$ cat config.mk
export PLATFORM = sky130hd
export DESIGN_NAME = y86_alu
export DESIGN_NICKNAME = d
export VERILOG_FILES = /design/src/rtl/y86_pkg.sv /design/src/rtl/y86_alu_add_sub64.sv /design/src/rtl/y86_alu.sv
export SDC_FILE = /design/constraint.sdc
export NUM_CORES = 1
export LEC_CHECK = 0
export ABC_CLOCK_PERIOD_IN_PS = 2500
export BUFFER_PORTS_ARGS = -buffer_cell sky130_fd_sc_hd__buf_2
export CAP_MARGIN = 20
export CORE_AREA = 2 2 120 122
export DETAILED_ROUTE_END_ITERATION = 16
export DIE_AREA = 0 0 122 124
export PLACE_DENSITY = 0.71
export SETUP_SLACK_MARGIN = 0.3
export SLEW_MARGIN = 20
export SYNTH_ARGS = -nofsm -noshare
export SYNTH_HDL_FRONTEND = slang
export SYNTH_SLANG_ARGS = --single-unit
$ cat constraint.sdc
create_clock -name clk -period 2.5 [get_ports clk]
set_clock_uncertainty 0.15 [all_clocks]
set_input_delay 0.5 -clock clk [delete_from_list [all_inputs] [get_ports clk]]
set_output_delay 0.5 -clock clk [all_outputs]
set_load 0.03 [all_outputs]
$ cat src/rtl/y86_pkg.sv
// ---------------------------------------------------------------------------
// y86_pkg
//   Shared definitions for the Y86-64 execute-stage ALU.
//   - WORD_W : architectural word width (64 bits)
//   - alu_op_e : 2-bit ALU opcodes, identical to ifun[1:0] of OPq
// ---------------------------------------------------------------------------
package y86_pkg;

    localparam int unsigned WORD_W = 64;
    localparam int unsigned OP_W   = 2;

    // Opcode encoding matches the low two bits of the OPq function code
    typedef enum logic [OP_W-1:0] {
        ALU_ADD = 2'b00,
        ALU_SUB = 2'b01,
        ALU_AND = 2'b10,
        ALU_XOR = 2'b11
    } alu_op_e;

    // True when the opcode routes through the adder
    function automatic logic uses_adder(input alu_op_e op);
        return (op == ALU_ADD) || (op == ALU_SUB);
    endfunction

endpackage : y86_pkg

$ cat src/rtl/y86_alu_add_sub64.sv
// ---------------------------------------------------------------------------
// add_sub64
//   Gate-level ripple-carry adder/subtractor.
//   sub=0 : sum = a + b
//   sub=1 : sum = a + ~b + 1  (a - b)
// Ports
//   a    in  WIDTH  operand A
//   b    in  WIDTH  operand B
//   sub  in  1      invert B and force carry-in to 1
//   sum  out WIDTH  result modulo 2^WIDTH (combinational)
//   ovf  out 1      signed overflow of the operation (combinational)
// ---------------------------------------------------------------------------
module add_sub64
    import y86_pkg::*;
#(
    parameter int unsigned WIDTH = WORD_W
) (
    input  logic [WIDTH-1:0] a,
    input  logic [WIDTH-1:0] b,
    input  logic             sub,
    output logic [WIDTH-1:0] sum,
    output logic             ovf
);

    // Effective B operand after conditional inversion
    logic [WIDTH-1:0] w_b_eff;
    // Ripple carry chain; w_carry[0] is carry-in, w_carry[WIDTH] is carry-out
    logic [WIDTH:0]   w_carry;

    assign w_b_eff    = b ^ {WIDTH{sub}};
    assign w_carry[0] = sub;

    // One full adder per bit
    for (genvar i = 0; i < WIDTH; i++) begin : g_fa
        logic w_p;
        logic w_g;
        assign w_p            = a[i] ^ w_b_eff[i];
        assign w_g            = a[i] & w_b_eff[i];
        assign sum[i]         = w_p ^ w_carry[i];
        assign w_carry[i+1]   = w_g | (w_p & w_carry[i]);
    end

    // Signed overflow: carry into the MSB differs from carry out of the MSB.
    // Equivalent to (a[msb]==b_eff[msb]) && (sum[msb]!=a[msb]), which covers both
    // the ADD and SUB formulas since b_eff is ~b for subtraction.
    assign ovf = w_carry[WIDTH] ^ w_carry[WIDTH-1];

endmodule : add_sub64

$ cat src/rtl/y86_alu.sv
// ---------------------------------------------------------------------------
// y86_alu
//   64-bit integer ALU for the Y86-64 execute stage: ADD/SUB/AND/XOR with
//   signed-overflow flag. Result and flag are registered (1-cycle latency),
//   a new operation is accepted every cycle.
// Ports
//   clk        in   1      clock, rising edge
//   rst        in   1      asynchronous reset, active-high (out=0, flag=0)
//   operation  in   2      00=ADD 01=SUB 10=AND 11=XOR
//   a          in   WIDTH  operand A (two's complement)
//   b          in   WIDTH  operand B (two's complement)
//   out        out  WIDTH  registered result
//   flag       out  1      registered signed-overflow indicator
// ---------------------------------------------------------------------------
module y86_alu
    import y86_pkg::*;
#(
    parameter int unsigned WIDTH = WORD_W
) (
    input  logic             clk,
    input  logic             rst,
    input  logic [OP_W-1:0]  operation,
    input  logic [WIDTH-1:0] a,
    input  logic [WIDTH-1:0] b,
    output logic [WIDTH-1:0] out,
    output logic             flag
);

    alu_op_e          w_op;
    logic             w_sub;
    logic [WIDTH-1:0] w_sum;
    logic             w_ovf;
    logic [WIDTH-1:0] w_and;
    logic [WIDTH-1:0] w_xor;
    logic [WIDTH-1:0] w_res_c;
    logic             w_flag_c;
    logic [WIDTH-1:0] r_out;
    logic             r_flag;

    assign w_op  = alu_op_e'(operation);
    assign w_sub = (w_op == ALU_SUB);

    // Shared adder/subtractor for ADD and SUB
    add_sub64 #(
        .WIDTH (WIDTH)
    ) u_add_sub (
        .a   (a),
        .b   (b),
        .sub (w_sub),
        .sum (w_sum),
        .ovf (w_ovf)
    );

    // Bitwise gate arrays
    assign w_and = a & b;
    assign w_xor = a ^ b;

    // 4:1 result select; overflow only meaningful for arithmetic ops
    always_comb begin
        w_res_c  = '0;
        w_flag_c = 1'b0;
        unique case (w_op)
            ALU_ADD, ALU_SUB: w_res_c = w_sum;
            ALU_AND:          w_res_c = w_and;
            ALU_XOR:          w_res_c = w_xor;
            default:          w_res_c = '0;
        endcase
        if (uses_adder(w_op)) begin
            w_flag_c = w_ovf;
        end
    end

    // Output registers
    always_ff @(posedge clk or posedge rst) begin
        if (rst) begin
            r_out  <= '0;
            r_flag <= 1'b0;
        end else begin
            r_out  <= w_res_c;
            r_flag <= w_flag_c;
        end
    end

    assign out  = r_out;
    assign flag = r_flag;

endmodule : y86_alu

==> summary.txt, run 1 <==
Final layout
  • Nets@finish: 1020
  • Filler instances: between 1k and 1.5k
  • Register Area: 1630 sq um
  • Area Overhead vs Synth: 35.4%
  • Util after Layout: 0.603
  • Multi-input logic area: 4100 sq um
  • Diodes inserted: 0
  • Share of cells above drive strength 1: 0.497

Synthesis
  • Synth Area per Inst: 12.9 sq um
  • Yosys top cell area share: 0.266
  • Largest cells by area after synthesis: dfrtp_1, fa_1, mux2i_1
  • Mapped Cells: 474
  • YS warnings: 0
  • Seq/Total Area, Yosys: 0.266
  • Syn Nets: about 730
  • Post-synth cell types: 16
  • Mapped Area: 6110 sq um
  • Post-synth top area cell: dfrtp_1
  • #FFs+latches synth: 65

CTS
  • Num Clock Sinks: 65
  • Clock Path Buffers: 2
  • Htree depth: 3
  • CTS root buf: clkbuf_16
  • TritonCTS Buffers: 9
  • Clk pin slew, worst setup/hold paths: 60 ps
  • CTS tree: built

Placed design
  • Placer Congestion: 0.754
  • HPWL Detailed: 11.4 mm
  • IO Port Bufs: 196
  • Pre-CTS setup slack: -22660 ps

Critical path
  • Worst stage delay on the critical path: 430 ps
  • Slowest-stage cell, CP: fa_2
  • Crit-path leading delay family: adder cells
  • CP bufs+invs: 2
  • WP data required: 2520 ps
  • Worst-path fanout max: 4
  • Startpoint types: input pin
  • Worst Setup End Kind: flop
  • Critical Path AT: 24730 ps
  • Most common cell on crit path: fa_2
  • Worst Setup SP: operation[0]
  • WS Path Type: input pin to flop

Detailed routing
  • 1st-iter DRT viols: 161
  • Drt wl/cell: between 15 and 20 um
  • Vias/cell: 4.70
  • Final ANT Viol Nets: 0
  • Residual DRC count: 0
  • First drt pass iteration count: 4
  • Routed vias: 4444
  • Routed wire length: 14.6 mm

Timing
  • Worst relative slew slack: 0.377
  • Tightest Pin Transition: 934 ps
  • Final critical-path share of the clock period: 9.88
  • Hold Fails Final Rpt: 0
  • Slew Viols, Final: 0
  • FMAX: just over 40 MHz
  • Final setup violation count: 61
  • Setup WS post-layout: -22210 ps
  • Min Tclk post-route: 24710 ps
  • RSZ-0062 raised after global routing: yes

GRT
  • Largest net degree at the start of global routing: 66
  • Gr usage total: 0.202
  • Antenna violations before repair: 0
  • Gr ovfl total: 0
  • Vias in the first global route: 5079
  • First-pass GRT wire length: 23.5 mm

Min path
  • Worst Hold Class: input pin to async pin

Power and ir drop
  • Peak supply drop: 0.276 mV
  • Seq pwr share: 0.282
  • Leakage: 4.33 nW
  • Clock share of power: 0.279
  • Sw power: 1.77 mW
  • PnR Total Power: 4.77 mW
  • Combinational share of power: 0.439
  • Sw Share: 0.371
  • Internal: 3.00 mW
  • Ratio of total power to cell area: about 580 nW/um^2

Die
  • Cell Rows: 43
  • Die Wd: 122 um
  • Die ar.: 15100 sq um
  • DIE HEIGHT: 124 um
  • I/O pins: about 200
  • Starting Density: 0.445
  • Core area: ~14000 sq um

Status
  • Outcome: complete, but fails checks
  • Failing checks: setup timing

Job
  • Maximum capacitance violations: 0
==> metal layers <==
metal | vias to the layer above | GRT usage | wire length (um)
met2 | 122 | 0.380 | 7790
met4 | 0 | 0.101 | 539
li1 | 2115 | - | -
met1 | 2168 | 0.217 | 5530
met5 | - | 0 | 0
met3 | 39 | 0.0348 | 737
==> cells by family (layout without fill, tap and decap cells) <==
group	after synthesis	count (layout)	share of synthesized area
fa+ha+maj	127	127	0.338
mux	126	126	0.207
buf+inv	85	377	0.0909
flops	65	65	0.266
xor+xnor	64	64	0.0918
simple gates	5	5	0.00512
compound gates	2	2	0.00164
==> registers in the layout (all words and copies together), names as in the netlist <==
register / flops
flag: 1
out: 64
==> timing repair <==
action | in CTS | in global routing
setup endpoints to repair | 62 | 62
resized for setup | 4 | 0
hold buffers | 0 | 0
pin swaps | 2 | 1
setup buffers | 1 | 2
==> worst max path at each step <==
stage               depth (start not counted)  endpoint
floorplan                                  71   out[63]
global placement                           69   out[63]
detailed placement                         69   out[63]
CTS                                        69   out[63]
global route                               69   out[63]
finish                                     69   out[63]
==> cells in the mapped netlist <==
master	number
mux2i_1	125
nand2b_1	1
buf_8	6
inv_1	63
nor2_1	3
xor2_1	2
nor2b_4	1
fa_1	63
ha_1	64
buf_2	2
buf_6	7
buf_12	7
mux2_2	1
xnor2_1	62
a21oi_1	2
dfrtp_1	65
==> per-stage QoR <==
step	TNS, ps	area [sq um]	hold slack (ps)	instances
after floorplan	-707280	6270	488	474
after global placement	-717510	7920	476	927
after detailed placement	-725540	7920	504	927
after CTS	-705230	8250	145	944
after global routing	-723080	8270	167	946
final	-699930	8270	103	946
==> cells in the final DEF (no fill, tap or decap) <==
cell / instances
buf_2: 194
mux2i_1: 124
buf_4: 100
dfrtp_1: 65
ha_1: 64
fa_2: 63
inv_1: 61
xnor2_1: 61
clkbuf_16: 9
nor2_1: 3
clkbuf_8: 3
buf_6: 3
xor2_1: 2
a21oi_1: 2
clkbuf_1: 2
mux2i_2: 1
nand2b_1: 1
mux2_2: 1
inv_2: 1
xnor2_2: 1
clkinvlp_4: 1
nor2b_4: 1
clkinv_2: 1
bufinv_16: 1
buf_12: 1
==> layout make-up <==
cell class / instances / share of cell area
Inverter: 63 / 0.0290
Sequential cell: 65 / 0.197
Multi-Input combinational cell: 324 / 0.495
Tap cell: 180 / 0.0272
Timing Repair Buffer: 298 / 0.215
Clock inverter: 2 / 0.00424
Clock buffer: 14 / 0.0331
==> tightest hold or removal path, delay by kind of cell <==
kind	cells	cell delay (ps)
buffers and inverters	3	490
==> power by group through the flow <==
stage | Clock (mW) | Combinational (mW) | Sequential, mW
after global placement | 0 | 2.02 | 1.36
after CTS | 1.36 | 2.13 | 1.35
after detailed placement | 0 | 2.10 | 1.37
after global routing | 1.40 | 2.31 | 1.37
after floorplan | 0 | 0.891 | 1.86
final | 1.33 | 2.09 | 1.35
No activity file was read; power rests on OpenSTA's default activity.
==> inputs of run 2 (changes only) <==
- PLACE_DENSITY: 0.71 -> 0.7
==> run 2 against run 1 <==
Sequential power is essentially flat. Clock-buffer cell count down 2. Combinational power about the same. Global-route usage shrank 0.60 points. Cell area down 1.6%. Power down 4.3%. Hold slack worse by 18 ps. The flow still finishes with violations (setup timing). Largest power group unchanged.
==> summary.txt, run 2 (synthesis results as in run 1) <==
CTS
  • TritonCTS Buffers: 9 (unchanged)
  • CTS tree: built (unchanged)
  • CTS root buf: clkbuf_16 (unchanged)
  • Htree depth: 3 (unchanged)
  • Clk pin slew, worst setup/hold paths: 50 ps (was 60 ps)
  • Clock Path Buffers: 2 (unchanged)
  • Num Clock Sinks: 65 (unchanged)

Power and ir drop
  • Peak supply drop: 0.287 mV (was 0.276 mV)
  • Sw power: 1.75 mW (was 1.77 mW)
  • Sw Share: 0.383 (was 0.371)
  • Clock share of power: 0.249 (was 0.279)
  • Leakage: 4.25 nW (was 4.33 nW)
  • Internal: 2.81 mW (was 3.00 mW)
  • Seq pwr share: 0.296 (was 0.282)
  • Ratio of total power to cell area: 561 nW/um^2 (was 577 nW/um^2)
  • Combinational share of power: 0.455 (was 0.439)

Critical path
  • Most common cell on crit path: fa_2 (unchanged)
  • Worst Setup End Kind: flop (unchanged)
  • Critical Path AT: 24620 ps (was 24730 ps)
  • Worst stage delay on the critical path: 410 ps (was 430 ps)
  • WS Path Type: input pin to flop (unchanged)
  • Worst-path fanout max: 3 (was 4)
  • Startpoint types: input pin (unchanged)
  • Slowest-stage cell, CP: fa_2 (unchanged)
  • WP data required: 2530 ps (was 2520 ps)
  • Worst Setup SP: operation[1] (was operation[0])

Timing
  • TNS Setup: -693190 ps (was -699930 ps)
  • Setup WS post-layout: -22090 ps (was -22210 ps)
  • RSZ-0062 raised after global routing: yes (unchanged)
  • Worst relative slew slack: 0.588 (was 0.377)
  • Slew Viols, Final: 0 (unchanged)
  • Min Tclk post-route: 24590 ps (was 24710 ps)
  • FMAX: 40.7 MHz (was 40.5 MHz)
  • Hold Fails Final Rpt: 0 (unchanged)
  • Final setup violation count: 61 (unchanged)
  • Tightest Pin Transition: 617 ps (was 934 ps)
  • Final critical-path share of the clock period: 9.84 (was 9.88)

Detailed routing
  • First drt pass iteration count: 4 (unchanged)
  • Final ANT Viol Nets: 0 (unchanged)
  • Residual DRC count: 0 (unchanged)
  • 1st-iter DRT viols: 74 (was 161)
  • Vias/cell: 4.72 (was 4.70)
  • Routed vias: 4404 (was 4444)
  • Routed wire length: 14.4 mm (was 14.6 mm)
  • Drt wl/cell: 15.4 um (about the same)

Die
  • Die Wd: 122 um (unchanged)
  • Core area: 13700 sq um (unchanged)
  • Cell Rows: 43 (unchanged)
  • I/O pins: 197 (unchanged)
  • Die ar.: 15100 sq um (unchanged)
  • Starting Density: 0.445 (unchanged)
  • DIE HEIGHT: 124 um (unchanged)

Final layout
  • Diodes inserted: 0 (unchanged)
  • Commonest cells after routing, fill and taps aside: buf_2, mux2i_1, buf_4 (unchanged)
  • Final Cell Area: 8140 sq um (was 8270 sq um)
  • Commonest non-fill, non-tap cell in the layout: buf_2 (unchanged)
  • Area Overhead vs Synth: 33.3% (was 35.4%)
  • Max reg flops: 64 (unchanged)
  • Register Area: 1630 sq um (unchanged)
  • Util after Layout: 0.593 (was 0.603)
  • Nets@finish: 1010 (was 1020)
  • Share of cells above drive strength 1: 0.487 (was 0.497)
  • Filler instances: 1168 (was 1117)
  • Multi-input logic area: 4100 sq um (about the same)

Placed design
  • Placer Congestion: 0.840 (was 0.754)
  • HPWL Detailed: 11.2 mm (was 11.4 mm)
  • Pre-CTS setup slack: -22610 ps (was -22660 ps)
  • Placement Cell Area: 7860 sq um (was 7920 sq um)
  • IO Port Bufs: 196 (unchanged)

Status
  • Outcome: complete, but fails checks (unchanged)
  • Failing checks: setup timing (unchanged)

Min path
  • Worst Hold Class: input pin to async pin (unchanged)

GRT
  • Gr ovfl total: 0 (unchanged)
  • Gr usage total: 0.196 (was 0.202)
  • Vias in the first global route: 4837 (was 5079)
  • Largest net degree at the start of global routing: 66 (unchanged)
  • First-pass GRT wire length: 22.7 mm (was 23.5 mm)
  • Antenna violations before repair: 1 (was 0)

Job
  • Maximum capacitance violations: 0 (unchanged)
==> run 2: cell types whose count changed in the layout (fill, tap and decap cells not counted), sizes merged <==
cell	change
buf	-10
clkbuf	-2
bufinv	-1
==> run 2: through the flow <==
stage,total power [mW],std cells,hold slack [ps]
6_report,4.56,933,84.7
5_1_grt,4.87,933,164
4_1_cts,4.63,933,148
3_5_place_dp,3.46,919,504
3_3_place_gp,3.38,919,482
2_1_floorplan,2.75,474,488
==> run 2: power groups by stage <==
stage | Sequential, mW | Combinational, mW | Clock [mW]
final | 1.35 | 2.08 | 1.13
after CTS | 1.35 | 2.12 | 1.16
after global placement | 1.37 | 2.02 | 0
after global routing | 1.37 | 2.30 | 1.21
after floorplan | 1.86 | 0.891 | 0
after detailed placement | 1.37 | 2.09 | 0
==> run 2: area by class of cell <==
cell class | instances | area share
Timing Repair Buffer | 288 | 0.209
Sequential cell | 65 | 0.200
Inverter | 63 | 0.0295
Clock buffer | 12 | 0.0303
Multi-Input combinational cell | 324 | 0.503
Tap cell | 180 | 0.0277
Clock inverter | 1 | 0.000615
==> run 2: critical path: cells and delay by family <==
| family | cells | cell delay (ps) |
|---|---|---|
| fa+ha+maj | 63 | 23480 |
| mux | 1 | 100 |
| buf+inv | 2 | 160 |
| compound gates | 1 | 60 |
| simple gates | 2 | 250 |
==> run 2: final timing paths <==
path                       endpoint
max in group asynchronous   out[29]
min in group clk            out[36]
worst max-delay path        out[63]
worst min-delay path        out[18]
==> run 2: per-layer routing <==
| metal | GRT usage | part of all wire | vias to the layer above |
|---|---|---|---|
| li1 | - | - | 2099 |
| met1 | 0.221 | 0.39 | 2161 |
| met2 | 0.364 | 0.54 | 117 |
| met3 | 0.0298 | 0.043 | 27 |
| met4 | 0.0869 | 0.025 | 0 |
| met5 | 0 | 0 | - |
==> run 2: repair_timing <==
item | in CTS | in global routing
pin swaps | 3 | 0
setup endpoints to repair | 62 | 63
endpoints found under the hold margin | 0 | 0
gates resized for setup | 4 | 1
hold buffers | 0 | 0
buffers inserted | 1 | 0
==> inputs of run 3 (changes only) <==
- ABC_CLOCK_PERIOD_IN_PS: 2500 -> 23400
- clock period: 2.5 -> 23.4 ns (I/O delays scaled with it)
==> run 3 against run 2 <==
The flow still finishes with violations (setup timing). Power shrank 89%. Critical path depth is the same. Sequential share of layout area grew 1.2 points. Routed wire length shrank 5.6%. Hold slack gained 4400 ps. Global-route usage shrank 0.85 points. First-iteration DRC count grew 140%.
==> summary.txt, run 3 (synthesis results as in run 1) <==
Power and ir drop
  • Peak supply drop: 0.0332 mV (was 0.287 mV)
  • Leakage: 3.97 nW (was 4.25 nW)
  • Ratio of total power to cell area: 63.8 nW/um^2 (was 561 nW/um^2)
  • PnR Total Power: 0.491 mW (was 4.56 mW)

Critical path
  • Slowest-stage cell, CP: fa_2 (unchanged)
  • WP data required: 23410 ps (was 2530 ps)
  • Worst Setup End Kind: flop (unchanged)
  • Worst Setup SP: operation[1] (unchanged)
  • Worst stage delay on the critical path: 420 ps (was 410 ps)
  • Startpoint types: input pin (unchanged)
  • Worst-path fanout max: 4 (was 3)
  • Most common cell on crit path: fa_2 (unchanged)
  • WS Path Type: input pin to flop (unchanged)
  • Critical Path AT: 28840 ps (was 24620 ps)

Status
  • Failing checks: setup timing (unchanged)
  • Outcome: complete, but fails checks (unchanged)

GRT
  • Gr usage total: 0.187 (was 0.196)
  • Antenna violations before repair: 0 (was 1)
  • Vias in the first global route: 4618 (was 4837)
  • Gr ovfl total: 0 (unchanged)
  • Largest net degree at the start of global routing: 66 (unchanged)
  • First-pass GRT wire length: 21.9 mm (was 22.7 mm)

Die
  • I/O pins: 197 (unchanged)
  • Die ar.: 15100 sq um (unchanged)
  • Starting Density: 0.445 (unchanged)
  • Cell Rows: 43 (unchanged)
  • Core area: 13700 sq um (unchanged)
  • Die Wd: 122 um (unchanged)
  • DIE HEIGHT: 124 um (unchanged)

Detailed routing
  • 1st-iter DRT viols: 181 (was 74)
  • Vias/cell: 4.75 (was 4.72)
  • Final ANT Viol Nets: 0 (unchanged)
  • Drt wl/cell: 15.5 um (was 15.4 um)
  • Routed wire length: 13.5 mm (was 14.4 mm)
  • First drt pass iteration count: 4 (unchanged)
  • Routed vias: 4153 (was 4404)
  • Residual DRC count: 0 (unchanged)

Timing
  • Hold Worst Slack: 4480 ps (was 84.7 ps)
  • Hold Fails Final Rpt: 0 (unchanged)
  • Final critical-path share of the clock period: 1.23
  • FMAX: 34.7 MHz
  • Setup WS post-layout: -5430 ps (was -22090 ps)
  • Tightest Pin Transition: 891 ps (was 617 ps)
  • Min Tclk post-route: 28830 ps
  • Slew Viols, Final: 0 (unchanged)
  • Worst relative slew slack: 0.406 (was 0.588)
  • TNS Setup: -49660 ps (was -693190 ps)
  • Final setup violation count: 16 (was 61)
  • RSZ-0062 raised after global routing: yes (unchanged)

Final layout
  • Commonest cells after routing, fill and taps aside: buf_2, mux2i_1, dfrtp_1 (was buf_2, mux2i_1, buf_4)
  • Area Overhead vs Synth: 25.9% (was 33.3%)
  • Share of cells above drive strength 1: 0.444 (was 0.487)
  • Commonest non-fill, non-tap cell in the layout: buf_2 (unchanged)
  • Nets@finish: 948 (was 1010)
  • Util after Layout: 0.561 (was 0.593)
  • Diodes inserted: 0 (unchanged)
  • Non-filler cells in the finished layout: 874 (was 933)
  • Final Cell Area: 7690 sq um (was 8140 sq um)
  • Filler instances: 1183 (was 1168)
  • Max reg flops: 64 (unchanged)

Placed design
  • Pre-CTS setup slack: -5880 ps (was -22610 ps)
  • Placement Cell Area: 7380 sq um (was 7860 sq um)
  • Placer Congestion: 0.835 (was 0.840)
  • HPWL Detailed: 10.6 mm (was 11.2 mm)
  • IO Port Bufs: 196 (unchanged)
  • Post-Place Cells: 858 (was 919)

CTS
  • Num Clock Sinks: 65 (unchanged)
  • CTS root buf: clkbuf_16 (unchanged)
  • TritonCTS Buffers: 9 (unchanged)
  • Clk pin slew, worst setup/hold paths: 60 ps (was 50 ps)
  • Clock Path Buffers: 2 (unchanged)
  • CTS tree: built (unchanged)
  • Htree depth: 3 (unchanged)
  • Hold_buf cts: 0 (unchanged)

Job
  • Maximum capacitance violations: 0 (unchanged)

Min path
  • Worst Hold Class: input pin to async pin (unchanged)
==> run 3: cell type report <==
| class | count | area (sq um) | share of cell area |
|---|---|---|---|
| repair buffers | 226 | 1220 | 0.158 |
| well taps | 180 | 225 | 0.0293 |
| clock inverters | 3 | 40.0 | 0.00520 |
| clock buffers | 13 | 250 | 0.0325 |
| flip-flops and latches | 65 | 1630 | 0.211 |
| inverters | 63 | 236 | 0.0307 |
| multi-input cells | 324 | 4100 | 0.532 |
==> run 3: what timing repair did <==
| action | CTS | global route |
|---|---|---|
| gates resized for setup | 3 | 1 |
| pin swaps | 2 | 0 |
| buffers inserted | 0 | 0 |
| setup endpoints to repair | 18 | 19 |
==> run 3: critical path: cells and delay by family <==
family	cells	cell delay, ps
multiplexers	1	110
buffers and inverters	2	170
AO/OA/AOI/OAI	1	60
AND/OR/NAND/NOR	2	250
adder cells (fa/ha/maj)	63	23520
==> run 3: worst paths after layout <==
| path | end | slack, ps | cells past startpoint |
|---|---|---|---|
| min in group clk | out[0] | 4610 | 3 |
| worst max-delay path | out[63] | -5430 | 69 |
| worst min-delay path | out[11] | 4480 | 3 |
| max in group asynchronous | out[54] | 18040 | 3 |
==> run 3: power breakdown <==
part,switching [mW],internal [mW]
Clock,0.0490,0.0852
Sequential,0.00681,0.137
Combinational,0.129,0.0836
Total,0.184,0.306
==> run 3: per-layer routing <==
layer | wire length (um) | up-vias | global-route usage
li1 | - | 1978 | -
met1 | 5390 | 2051 | 0.216
met2 | 7210 | 107 | 0.341
met3 | 701 | 17 | 0.0389
met4 | 250 | 0 | 0.0704
met5 | 0 | - | 0
